`src/rtl/pipe_ctrl_pkg.sv`:
```
// Pipeline control shared definitions: FSM state encoding, address width,
// and the packed bundle of per-cycle stall/flush/redirect controls.
package pipe_ctrl_pkg;

  localparam int ADDR_W = 32;
  typedef logic [ADDR_W-1:0] addr_t;

  typedef enum logic [1:0] {
    ST_RUN      = 2'd0,
    ST_MEM_WAIT = 2'd1,
    ST_MD_WAIT  = 2'd2,
    ST_REDIRECT = 2'd3
  } state_e;

  // MSB first: matches the order the stall/flush ports are listed in.
  typedef struct packed {
    logic stall_pc;
    logic stall_if_id;
    logic stall_id_ex;
    logic stall_ex_mem;
    logic stall_mem_wb;
    logic flush_if_id;
    logic flush_id_ex;
    logic pc_w_ena;
  } ctl_t;

endpackage

```
`src/rtl/pipe_ctrl_if.sv`:
```
// Handshake bundle between the pipeline and its controller.
//   master: pipeline side (drives hazard/jump/mul-div/memory status)
//   slave : pipe_ctrl (drives stalls, flushes, PC redirect, status)
interface pipe_ctrl_if;
  import pipe_ctrl_pkg::*;

  logic  hazard_hold_i;
  logic  jump_ena_i;
  addr_t jump_addr_i;
  logic  md_start_i;
  logic  md_done_i;
  logic  mem_req_i;
  logic  mem_ack_i;

  logic        stall_pc_o;
  logic        stall_if_id_o;
  logic        stall_id_ex_o;
  logic        stall_ex_mem_o;
  logic        stall_mem_wb_o;
  logic        flush_if_id_o;
  logic        flush_id_ex_o;
  logic        pc_w_ena_o;
  addr_t       pc_w_data_o;
  logic [1:0]  state_o;
  logic [31:0] stall_cnt_o;
  logic        mem_tmo_o;

  modport master (
    output hazard_hold_i, jump_ena_i, jump_addr_i, md_start_i, md_done_i,
           mem_req_i, mem_ack_i,
    input  stall_pc_o, stall_if_id_o, stall_id_ex_o, stall_ex_mem_o,
           stall_mem_wb_o, flush_if_id_o, flush_id_ex_o, pc_w_ena_o,
           pc_w_data_o, state_o, stall_cnt_o, mem_tmo_o
  );

  modport slave (
    input  hazard_hold_i, jump_ena_i, jump_addr_i, md_start_i, md_done_i,
           mem_req_i, mem_ack_i,
    output stall_pc_o, stall_if_id_o, stall_id_ex_o, stall_ex_mem_o,
           stall_mem_wb_o, flush_if_id_o, flush_id_ex_o, pc_w_ena_o,
           pc_w_data_o, state_o, stall_cnt_o, mem_tmo_o
  );

endinterface

```
`src/rtl/pipe_ctrl_sat_cnt.sv`:
```
// sat_cnt: W-bit up-counter that sticks at all-ones.
//   clk, rst : clock, async active-high reset (count -> 0)
//   clr      : synchronous clear, wins over inc
//   inc      : count up by one unless saturated
//   cnt_o    : current count
module sat_cnt #(
  parameter int W = 8
) (
  input  logic         clk,
  input  logic         rst,
  input  logic         clr,
  input  logic         inc,
  output logic [W-1:0] cnt_o
);

  logic [W-1:0] cnt_q, cnt_d;

  always_comb begin
    cnt_d = cnt_q;
    if (clr)                      cnt_d = '0;
    else if (inc && cnt_q != '1)  cnt_d = cnt_q + W'(1);
  end

  always_ff @(posedge clk or posedge rst) begin
    if (rst) cnt_q <= '0;
    else     cnt_q <= cnt_d;
  end

  assign cnt_o = cnt_q;

endmodule

```
`src/rtl/pipe_ctrl.sv`:
```
// pipe_ctrl: pipeline hazard/stall/flush controller.
//   clk, rst : clock, async active-high reset
//   bus      : pipe_ctrl_if.slave -- hazard, jump, mul/div and memory status
//              in; per-stage stalls, flushes, PC redirect, FSM state, stall
//              cycle counter and sticky memory-timeout flag out.
// Per-cycle priority in RUN: memory wait > mul/div wait > jump > load-use.
// A jump seen while a stall is active (or being entered) is parked in a
// one-deep pending register and replayed in a single REDIRECT cycle.
module pipe_ctrl
  import pipe_ctrl_pkg::*;
#(
  parameter int MEM_WAIT_MAX = 255
) (
  input  logic       clk,
  input  logic       rst,
  pipe_ctrl_if.slave bus
);

  localparam int              WCW    = $clog2(MEM_WAIT_MAX + 1);
  localparam logic [WCW-1:0]  TMO_AT = WCW'(MEM_WAIT_MAX - 1);

  state_e         state_q, state_d;
  logic           pend_q, pend_d;
  addr_t          pend_addr_q, pend_addr_d;
  logic           tmo_q, tmo_d;
  logic [WCW-1:0] wait_cnt;
  logic [31:0]    stall_cnt;
  ctl_t           ctl;
  addr_t          pc_w_data;

  logic mem_wait, md_go, cap_en;

  assign mem_wait = bus.mem_req_i & ~bus.mem_ack_i;
  // Start and done together means a zero-latency op: nothing to wait for.
  assign md_go    = bus.md_start_i & ~bus.md_done_i;
  // Jumps are parked whenever they cannot be applied this cycle, including
  // the release cycle of a wait so the redirect follows the release.
  assign cap_en   = ((state_q == ST_RUN) & (mem_wait | md_go)) |
                    (state_q == ST_MEM_WAIT) | (state_q == ST_MD_WAIT);

  // ---------------- state / pending / timeout registers ----------------
  always_ff @(posedge clk or posedge rst) begin
    if (rst) begin
      state_q     <= ST_RUN;
      pend_q      <= 1'b0;
      pend_addr_q <= '0;
      tmo_q       <= 1'b0;
    end else begin
      state_q     <= state_d;
      pend_q      <= pend_d;
      pend_addr_q <= pend_addr_d;
      tmo_q       <= tmo_d;
    end
  end

  // ---------------- pending jump (first capture wins) ----------------
  always_comb begin
    pend_d      = pend_q;
    pend_addr_d = pend_addr_q;
    if (state_q == ST_REDIRECT) begin
      pend_d = 1'b0;
    end else if (cap_en && bus.jump_ena_i && !pend_q) begin
      pend_d      = 1'b1;
      pend_addr_d = bus.jump_addr_i;
    end
  end

  // Sets on the edge that completes the MEM_WAIT_MAX-th wait cycle.
  always_comb begin
    tmo_d = tmo_q | ((state_q == ST_MEM_WAIT) && (wait_cnt == TMO_AT));
  end

  // ---------------- next state ----------------
  always_comb begin
    state_d = state_q;
    case (state_q)
      ST_RUN: begin
        if (mem_wait)   state_d = ST_MEM_WAIT;
        else if (md_go) state_d = ST_MD_WAIT;
      end
      ST_MEM_WAIT: if (bus.mem_ack_i) state_d = pend_d ? ST_REDIRECT : ST_RUN;
      ST_MD_WAIT:  if (bus.md_done_i) state_d = pend_d ? ST_REDIRECT : ST_RUN;
      ST_REDIRECT: state_d = ST_RUN;
      default:     state_d = ST_RUN;
    endcase
  end

  // ---------------- output decode ----------------
  always_comb begin
    ctl       = '0;
    pc_w_data = '0;
    case (state_q)
      ST_RUN: begin
        if (mem_wait) begin
          ctl.stall_pc     = 1'b1;
          ctl.stall_if_id  = 1'b1;
          ctl.stall_id_ex  = 1'b1;
          ctl.stall_ex_mem = 1'b1;
          ctl.stall_mem_wb = 1'b1;
        end else if (md_go) begin
          ctl.stall_pc    = 1'b1;
          ctl.stall_if_id = 1'b1;
          ctl.stall_id_ex = 1'b1;
        end else if (bus.jump_ena_i) begin
          // Flush already bubbles ID/EX, so a same-cycle load-use is moot.
          ctl.pc_w_ena    = 1'b1;
          ctl.flush_if_id = 1'b1;
          ctl.flush_id_ex = 1'b1;
          pc_w_data       = bus.jump_addr_i;
        end else if (bus.hazard_hold_i) begin
          ctl.stall_pc    = 1'b1;
          ctl.stall_if_id = 1'b1;
          ctl.flush_id_ex = 1'b1;
        end
      end
      ST_MEM_WAIT: begin
        // MEM/WB drains so the writeback of older results completes.
        if (!bus.mem_ack_i) begin
          ctl.stall_pc     = 1'b1;
          ctl.stall_if_id  = 1'b1;
          ctl.stall_id_ex  = 1'b1;
          ctl.stall_ex_mem = 1'b1;
        end
      end
      ST_MD_WAIT: begin
        if (!bus.md_done_i) begin
          ctl.stall_pc    = 1'b1;
          ctl.stall_if_id = 1'b1;
          ctl.stall_id_ex = 1'b1;
        end
      end
      ST_REDIRECT: begin
        ctl.pc_w_ena    = 1'b1;
        ctl.flush_if_id = 1'b1;
        ctl.flush_id_ex = 1'b1;
        pc_w_data       = pend_addr_q;
      end
      default: ;
    endcase
    // Inputs may still be active while reset is held; keep outputs quiet.
    if (rst) begin
      ctl       = '0;
      pc_w_data = '0;
    end
  end

  // ---------------- counters ----------------
  sat_cnt #(.W(32)) u_stall_cnt (
    .clk   (clk),
    .rst   (rst),
    .clr   (1'b0),
    .inc   (ctl.stall_pc),
    .cnt_o (stall_cnt)
  );

  // Restarts from zero on every entry to MEM_WAIT.
  sat_cnt #(.W(WCW)) u_wait_cnt (
    .clk   (clk),
    .rst   (rst),
    .clr   (state_q != ST_MEM_WAIT),
    .inc   (state_q == ST_MEM_WAIT),
    .cnt_o (wait_cnt)
  );

  assign bus.stall_pc_o     = ctl.stall_pc;
  assign bus.stall_if_id_o  = ctl.stall_if_id;
  assign bus.stall_id_ex_o  = ctl.stall_id_ex;
  assign bus.stall_ex_mem_o = ctl.stall_ex_mem;
  assign bus.stall_mem_wb_o = ctl.stall_mem_wb;
  assign bus.flush_if_id_o  = ctl.flush_if_id;
  assign bus.flush_id_ex_o  = ctl.flush_id_ex;
  assign bus.pc_w_ena_o     = ctl.pc_w_ena;
  assign bus.pc_w_data_o    = pc_w_data;
  assign bus.state_o        = state_q;
  assign bus.stall_cnt_o    = stall_cnt;
  assign bus.mem_tmo_o      = tmo_q;

endmodule

```
`src/flat_wrapper.sv`:
```
// flat-port wrapper written by rule: the top's interface ports become plain ports
module pipe_ctrl_flat import pipe_ctrl_pkg::*;
#(
  parameter int MEM_WAIT_MAX = 255
)
  (clk, rst, bus_hazard_hold_i, bus_jump_ena_i, bus_jump_addr_i, bus_md_start_i, bus_md_done_i, bus_mem_req_i, bus_mem_ack_i, bus_stall_pc_o, bus_stall_if_id_o, bus_stall_id_ex_o, bus_stall_ex_mem_o, bus_stall_mem_wb_o, bus_flush_if_id_o, bus_flush_id_ex_o, bus_pc_w_ena_o, bus_pc_w_data_o, bus_state_o, bus_stall_cnt_o, bus_mem_tmo_o);
  pipe_ctrl_if bus_i ();
  input  logic clk;
  input  logic rst;
  input wire logic [$bits(bus_i.hazard_hold_i)-1:0] bus_hazard_hold_i;
  input wire logic [$bits(bus_i.jump_ena_i)-1:0] bus_jump_ena_i;
  input wire logic [$bits(bus_i.jump_addr_i)-1:0] bus_jump_addr_i;
  input wire logic [$bits(bus_i.md_start_i)-1:0] bus_md_start_i;
  input wire logic [$bits(bus_i.md_done_i)-1:0] bus_md_done_i;
  input wire logic [$bits(bus_i.mem_req_i)-1:0] bus_mem_req_i;
  input wire logic [$bits(bus_i.mem_ack_i)-1:0] bus_mem_ack_i;
  output wire logic [$bits(bus_i.stall_pc_o)-1:0] bus_stall_pc_o;
  output wire logic [$bits(bus_i.stall_if_id_o)-1:0] bus_stall_if_id_o;
  output wire logic [$bits(bus_i.stall_id_ex_o)-1:0] bus_stall_id_ex_o;
  output wire logic [$bits(bus_i.stall_ex_mem_o)-1:0] bus_stall_ex_mem_o;
  output wire logic [$bits(bus_i.stall_mem_wb_o)-1:0] bus_stall_mem_wb_o;
  output wire logic [$bits(bus_i.flush_if_id_o)-1:0] bus_flush_if_id_o;
  output wire logic [$bits(bus_i.flush_id_ex_o)-1:0] bus_flush_id_ex_o;
  output wire logic [$bits(bus_i.pc_w_ena_o)-1:0] bus_pc_w_ena_o;
  output wire logic [$bits(bus_i.pc_w_data_o)-1:0] bus_pc_w_data_o;
  output wire logic [$bits(bus_i.state_o)-1:0] bus_state_o;
  output wire logic [$bits(bus_i.stall_cnt_o)-1:0] bus_stall_cnt_o;
  output wire logic [$bits(bus_i.mem_tmo_o)-1:0] bus_mem_tmo_o;
  assign bus_i.hazard_hold_i = bus_hazard_hold_i;
  assign bus_i.jump_ena_i = bus_jump_ena_i;
  assign bus_i.jump_addr_i = bus_jump_addr_i;
  assign bus_i.md_start_i = bus_md_start_i;
  assign bus_i.md_done_i = bus_md_done_i;
  assign bus_i.mem_req_i = bus_mem_req_i;
  assign bus_i.mem_ack_i = bus_mem_ack_i;
  assign bus_stall_pc_o = bus_i.stall_pc_o;
  assign bus_stall_if_id_o = bus_i.stall_if_id_o;
  assign bus_stall_id_ex_o = bus_i.stall_id_ex_o;
  assign bus_stall_ex_mem_o = bus_i.stall_ex_mem_o;
  assign bus_stall_mem_wb_o = bus_i.stall_mem_wb_o;
  assign bus_flush_if_id_o = bus_i.flush_if_id_o;
  assign bus_flush_id_ex_o = bus_i.flush_id_ex_o;
  assign bus_pc_w_ena_o = bus_i.pc_w_ena_o;
  assign bus_pc_w_data_o = bus_i.pc_w_data_o;
  assign bus_state_o = bus_i.state_o;
  assign bus_stall_cnt_o = bus_i.stall_cnt_o;
  assign bus_mem_tmo_o = bus_i.mem_tmo_o;
  pipe_ctrl #(.MEM_WAIT_MAX(MEM_WAIT_MAX)) u_core (.clk(clk), .rst(rst), .bus(bus_i));
endmodule
```
`config.mk`:
```
export PLATFORM = sky130hd
export DESIGN_NAME = pipe_ctrl_flat
export DESIGN_NICKNAME = d
export VERILOG_FILES = /design/src/rtl/pipe_ctrl_pkg.sv /design/src/rtl/pipe_ctrl_if.sv /design/src/rtl/pipe_ctrl_sat_cnt.sv /design/src/rtl/pipe_ctrl.sv /design/src/flat_wrapper.sv
export SDC_FILE = /design/constraint.sdc
export NUM_CORES = 1
export LEC_CHECK = 0
export ABC_CLOCK_PERIOD_IN_PS = 3750
export CORE_UTILIZATION = 41
export CTS_BUF_LIST = sky130_fd_sc_hd__clkbuf_8 sky130_fd_sc_hd__clkbuf_16
export DETAILED_ROUTE_END_ITERATION = 10
export GPL_TIMING_DRIVEN = 0
export MAX_ROUTING_LAYER = met4
export PLACE_DENSITY = 0.79
export SLEW_MARGIN = 15
export SYNTH_ARGS = -nofsm -noshare
export SYNTH_HDL_FRONTEND = slang
export SYNTH_SLANG_ARGS = --single-unit
```
`constraint.sdc`:
```
create_clock -name clk -period 3.75 [get_ports clk]
set_clock_uncertainty 0.15 [all_clocks]
set_input_delay 0.75 -clock clk [delete_from_list [all_inputs] [get_ports clk]]
set_output_delay 0.75 -clock clk [all_outputs]
set_load 0.01 [all_outputs]
```
# After elaboration in Yosys (flattened, before gate mapping)
# Cells that the tools add are included.
# totals
reg_bits	76
input_bits	40
output_inout_bits	75
word_cells	71
# classes
addsub	2
n_eq_ne	10
mux	33
bitwise	10
n_reduce_logical	10
# ops
operator	n
$mux 32	4
$pmux 32 s2	1
$add 32x1->32 const B	1
$ne 32x32->1 const B	1
$mux 8	3
$mux 2	9
$mux 3	4
$pmux 3 s3	1
$add 8x1->8 const B	1
$eq 8x8->1 const B	1
$ne 8x8->1 const B	1
$pmux 2 s4	1
$mux 1	7
$pmux 3 s2	1
$logic_and 1x1->1	5
$eq 2x2->1 const B	2
$mux 4	1
$ne 2x2->1 const B	2
$or 1x1->1	4
$and 1x1->1	3
$ne 3x1->1 const B	1
$not 1->1	3
$reduce_and 3->1	1
$eq 2x1->1 const B	1
6 further kinds	6

# Logic depth before layout (Yosys ltp)
# Gate-level depths: netlist of the first run.
# depth
depth_word	13
ltp_mapped	9
depth_no_buf	8

# Hierarchy
# A second synthesis of the first run with hierarchy kept.
# unflattened
cells_unflattened	436
hier_area_um2	4436.8
# by_module_without_submodules
module	n_inst	cells_each	area_per_inst_um2	seq_area_each_um2
pipe_ctrl	1	201	2192.1	900.9
sat_cnt (u_core.u_stall_cnt)	1	186	1740.4	800.8
sat_cnt (u_core.u_wait_cnt)	1	49	504.2	200.2

# Worst setup path before layout of the first run
# Ideal clock, no wire load.
# synth_timing
path_type	input-to-output
from	input port rst
to	output port bus_stall_ex_mem_o
t_arrival_ns	2.938
required_time_ns	2.850
setup_slack_ns	-0.088
path_stages	3
n_path_buf	0
cell_sequence	inv_1 > and3_1 > o21bai_1
# synth_via
elab_chain_cells	1
# synth_lines
item	line	rtl
start: declaration	flat_wrapper.sv:9	input logic rst;
$mux 8	pipe_ctrl.sv:141	if (rst) begin
end: declaration	flat_wrapper.sv:20	output wire logic [$bits(bus_i.stall_ex_mem_o)-1:0] bus_stall_ex_mem_o;
# Every way passes these cells.

# Final worst setup path of the first run
# layout_timing
from	input port bus_md_done_i
to	output port bus_pc_w_data_o[2]
# layout_via
elab_chain_cells	6
# layout_lines
item	line	rtl
start: declaration	flat_wrapper.sv:14	input wire logic [$bits(bus_i.md_done_i)-1:0] bus_md_done_i;
$not 1->1	pipe_ctrl.sv:35	assign md_go = bus.md_start_i & ~bus.md_done_i;
$and 1x1->1	pipe_ctrl.sv:35	
$mux 32	pipe_ctrl.sv:100	end else if (md_go) begin
$mux 32	pipe_ctrl.sv:94	if (mem_wait) begin
$pmux 32 s2	pipe_ctrl.sv:92	case (state_q)
$mux 32	pipe_ctrl.sv:141	
end: declaration	flat_wrapper.sv:25	output wire logic [$bits(bus_i.pc_w_data_o)-1:0] bus_pc_w_data_o;
# Every way passes these cells.

==> run metrics, run 1 <==
PortBufs 114; crit start category primary input; CP peak stage delay 560 ps; crit-path cells clkdlybuf4s50_1, nand2b_4, and3_1, and2_4, clkbuf_8, a22oi_1, nor2_1, clkdlybuf4s50_1; worst r2r path cells 7; Finished Layout Cells 656; IO Count 115; layout cells sized above 1 10.2%; most common cell in the netlist dfrtp_1; Hold Vio Cnt, Final 0; Initial DRC Count 111; worst setup path startpoint bus_md_done_i; Synth Area in XOR/XNOR 6.75%; sequential share of the synthesized area 47.2%; largest net degree at the start of global routing 31; largest family of logic cells by synthesized area simple AND/OR/NAND/NOR gates; DRC 0; clk sink count 76; switching power 1.08 mW; CP top delay family buffers and inverters; final core utilization 60.1%; footprint of the multi-input gates 2010 um2; Synth Area in Compound Gates 9.88%; DRT antenna net count 0; Final Cycle Share 99.3%; kind of end point of the critical path primary output; crit path max fanout 10; Leak Pwr 2.32 nW; HP Class reg2reg; Gate power share 40.8%; pre-CTS setup slack -524 ps; Worst Tran Pin Value 564 ps; PwrDens 544 nW/um2; Simple-Gate Fraction of Synth Area 20.0%; Die H 101 um; Num CTS Buffers 9; WL/cell 15.3 um; total routed wirelength 10100 um; peak supply drop 0.297 mV; critical path depth 8; yosys warns 0; Post-Syn Instances 395; Critical R2R Capture u_core.pend_addr_q[4]; worst path bufs/invs 3; Die Wd 101 um; area share of fa/ha/maj cells after synthesis 2.80%; crit path to bus_pc_w_data_o[2]; fill count 835; placed cells 640; worst hold slack 336 ps; Syn Area/Cell 10.2 um2; slowest CP cell clkdlybuf4s50_1; Mapped Nets 444; most common flop cell mapped by yosys dfrtp_1; Yosys top cell by area dfrtp_1; critical path class in2out; Slew Viols, Final 0; TritonCTS clock tree yes; r2r startpoint u_core.bus.state_o[1]; die area 10200 um2; Clk pwr share 19.2%; post-layout net count 573; Sequential Power Share 40.0%; register area 1900 um2; Critical Path RT 2850 ps; hpwl dp 7370 um; Synth Register Bits 76; CORE AREA 9370 um2; gr ovfl total 0; top cells by area, synth dfrtp_1 (47%), mux2_1 (9.0%), a22oi_1 (6.0%); RD Place Congestion 0.894; Commonest cells post-synth dfrtp_1 (76), nor2_1 (52), a22oi_1 (32), mux2_1 (32), xnor2_1 (25); Starting Density 43.0%; Ant. Diodes 0; drt first pass iters 5; row cnt 35; synth unique cells 45; CTS Buffer Depth 2; initial antenna violation count 0; Final Worst Setup Slack 26.2 ps; H-tree Lvls 3; status finished clean; via count 3478; total negative slack 0 ps; switch share 35.4%; clk slew on worst S/H paths 70 ps; Rel. slew slack 62.2%; Area growth syn-to-layout 39.9%; endpoints failing setup 0; Post-synth EDFFs 0; cell mode on critical path clkdlybuf4s50_1; clock latency on the worst-skew pair 340 ps; flop2flop setup slack 1350 ps; min Tclk post-route 3720 ps; global-route wire length before repair 16600 um; Root Driver clkbuf_8; CP arrival 2820 ps; MaxCap Viol Count 0; Via-to-Cell Ratio 5.30; vias in the first global route 3528; post-synth top area share 47.2%; FFs w/ async S/R, synth 100%; mux share of post-synthesis cell area 9.76%; synthesized area 4030 um2; Achievable Freq 269 MHz; internal power 1.98 mW; Total Routing Usage GR 21.3%
registers in the layout (all words and copies together) (netlist names):
signal                    flops
u_core.pend_q                 1
u_core.u_wait_cnt.cnt_o       8
u_core.u_stall_cnt.cnt_o     32
u_core.bus.state_o            2
u_core.bus.mem_tmo_o          1
u_core.pend_addr_q           32
power groups by stage:
stage / combinational (mW) / clock (mW) / sequential, mW
CTS: 1.25 / 0.603 / 1.22
global placement: 1.19 / 0 / 1.22
floorplan: 0.751 / 0 / 1.21
detailed placement: 1.22 / 0 / 1.24
global route: 1.38 / 0.638 / 1.26
finish: 1.25 / 0.588 / 1.22
worst register-to-register path: stages (launching register included):
cell and delay (ps):
dfrtp_1 470, inv_1 120, ha_1 240, a21boi_2 200
o31a_1 280, nand2_1 180, buf_2 300, mux2_1 350
metal layers:
layer / global-route usage, % / up-vias / part of all wire [%]
met1: 26.4 / 1672 / 45
met2: 35.3 / 121 / 48
met5: - / - / 0
met4: 7.25 / 0 / 1.7
li1: - / 1668 / -
met3: 3.47 / 17 / 5.3
cells by family after synthesis:
group,count (synthesis)
muxes,35
AOI/OAI and AO/OA,56
buffers and inverters,34
and+or+nand+nor,154
adders and majority gates,9
xor gates and xnor gates,31
DFF,76
metrics by stage:
| stage | power [mW] | cell area, um2 |
|---|---|---|
| floorplan | 1.96 | 4030 |
| global placement | 2.41 | 5330 |
| CTS | 3.07 | 5590 |
| detailed placement | 2.46 | 5370 |
| global route | 3.28 | 5630 |
| finish | 3.06 | 5630 |
cells in the final DEF, fill, tap and decap left out, types with 2 or more instances in the layout:
| cell | n |
|---|---|
| o21bai_1 | 2 |
| ha_1 | 9 |
| and4_1 | 4 |
| and3_1 | 9 |
| clkinvlp_4 | 3 |
| buf_4 | 6 |
| nor3b_1 | 2 |
| xor2_1 | 6 |
| clkbuf_2 | 3 |
| nand3_1 | 16 |
| and4_4 | 3 |
| and3_2 | 3 |
| xnor2_1 | 25 |
| buf_12 | 2 |
| nand2b_4 | 2 |
| clkbuf_8 | 11 |
| mux2_2 | 2 |
| clkinv_2 | 2 |
| nand4_1 | 16 |
| a21oi_1 | 2 |
| dfrtp_1 | 75 |
| nor2_1 | 51 |
| dlygate4sd2_1 | 2 |
| inv_1 | 10 |
| buf_2 | 5 |
| nor3_1 | 10 |
| a211oi_1 | 2 |
| nor4_1 | 3 |
| a22oi_1 | 32 |
| clkbuf_1 | 6 |
| nand2_1 | 21 |
| dlymetal6s2s_1 | 3 |
| and2_1 | 5 |
| a31oi_1 | 6 |
| o21ai_0 | 5 |
| mux2_1 | 32 |
| clkdlybuf4s50_1 | 109 |
timing repair:
action	4_1_cts	5_1_grt
endpoints found under the setup margin	36	33
hold buffers	0	0
pin swaps	0	3
gates resized for setup	15	15
cloned	1	0
setup buffers	1	2
cell type report:
class	instances	area share (%)
timing repair inverter	1	0.0889
buffer	20	2.07
multi-input combinational	285	35.7
sequential	76	33.8
clock inverter	5	0.978
inverter	12	0.866
clock buffer	9	2.20
timing repair buffer	119	21.5
tap	129	2.87
how the worst min path moves through the flow:
stage	slack, ps	start	cells after the start	end
4_1_cts	340	u_core.bus.mem_tmo_o	1	u_core.bus.mem_tmo_o
5_1_grt	370	u_core.pend_addr_q[28]	1	u_core.pend_addr_q[28]
6_report	340	u_core.bus.mem_tmo_o	1	u_core.bus.mem_tmo_o
2_1_floorplan	310	u_core.pend_addr_q[0]	1	u_core.pend_addr_q[0]
3_3_place_gp	320	u_core.bus.mem_tmo_o	1	u_core.bus.mem_tmo_o
3_5_place_dp	330	u_core.bus.mem_tmo_o	1	u_core.bus.mem_tmo_o
(Power assumes the default switching activity.)
==> inputs of run 2 (changes only) <==
--- a/config.mk
+++ b/config.mk
@@ -8,6 +8,7 @@
 export ABC_CLOCK_PERIOD_IN_PS = 3750
 export CORE_UTILIZATION = 41
 export CTS_BUF_LIST = sky130_fd_sc_hd__clkbuf_8 sky130_fd_sc_hd__clkbuf_16
+export CTS_CLUSTER_SIZE = 25
 export DETAILED_ROUTE_END_ITERATION = 10
 export GPL_TIMING_DRIVEN = 0
 export MAX_ROUTING_LAYER = met4
==> results of run 2 <==
No change in the layout: final DEF, timing and power equal those of run 1.
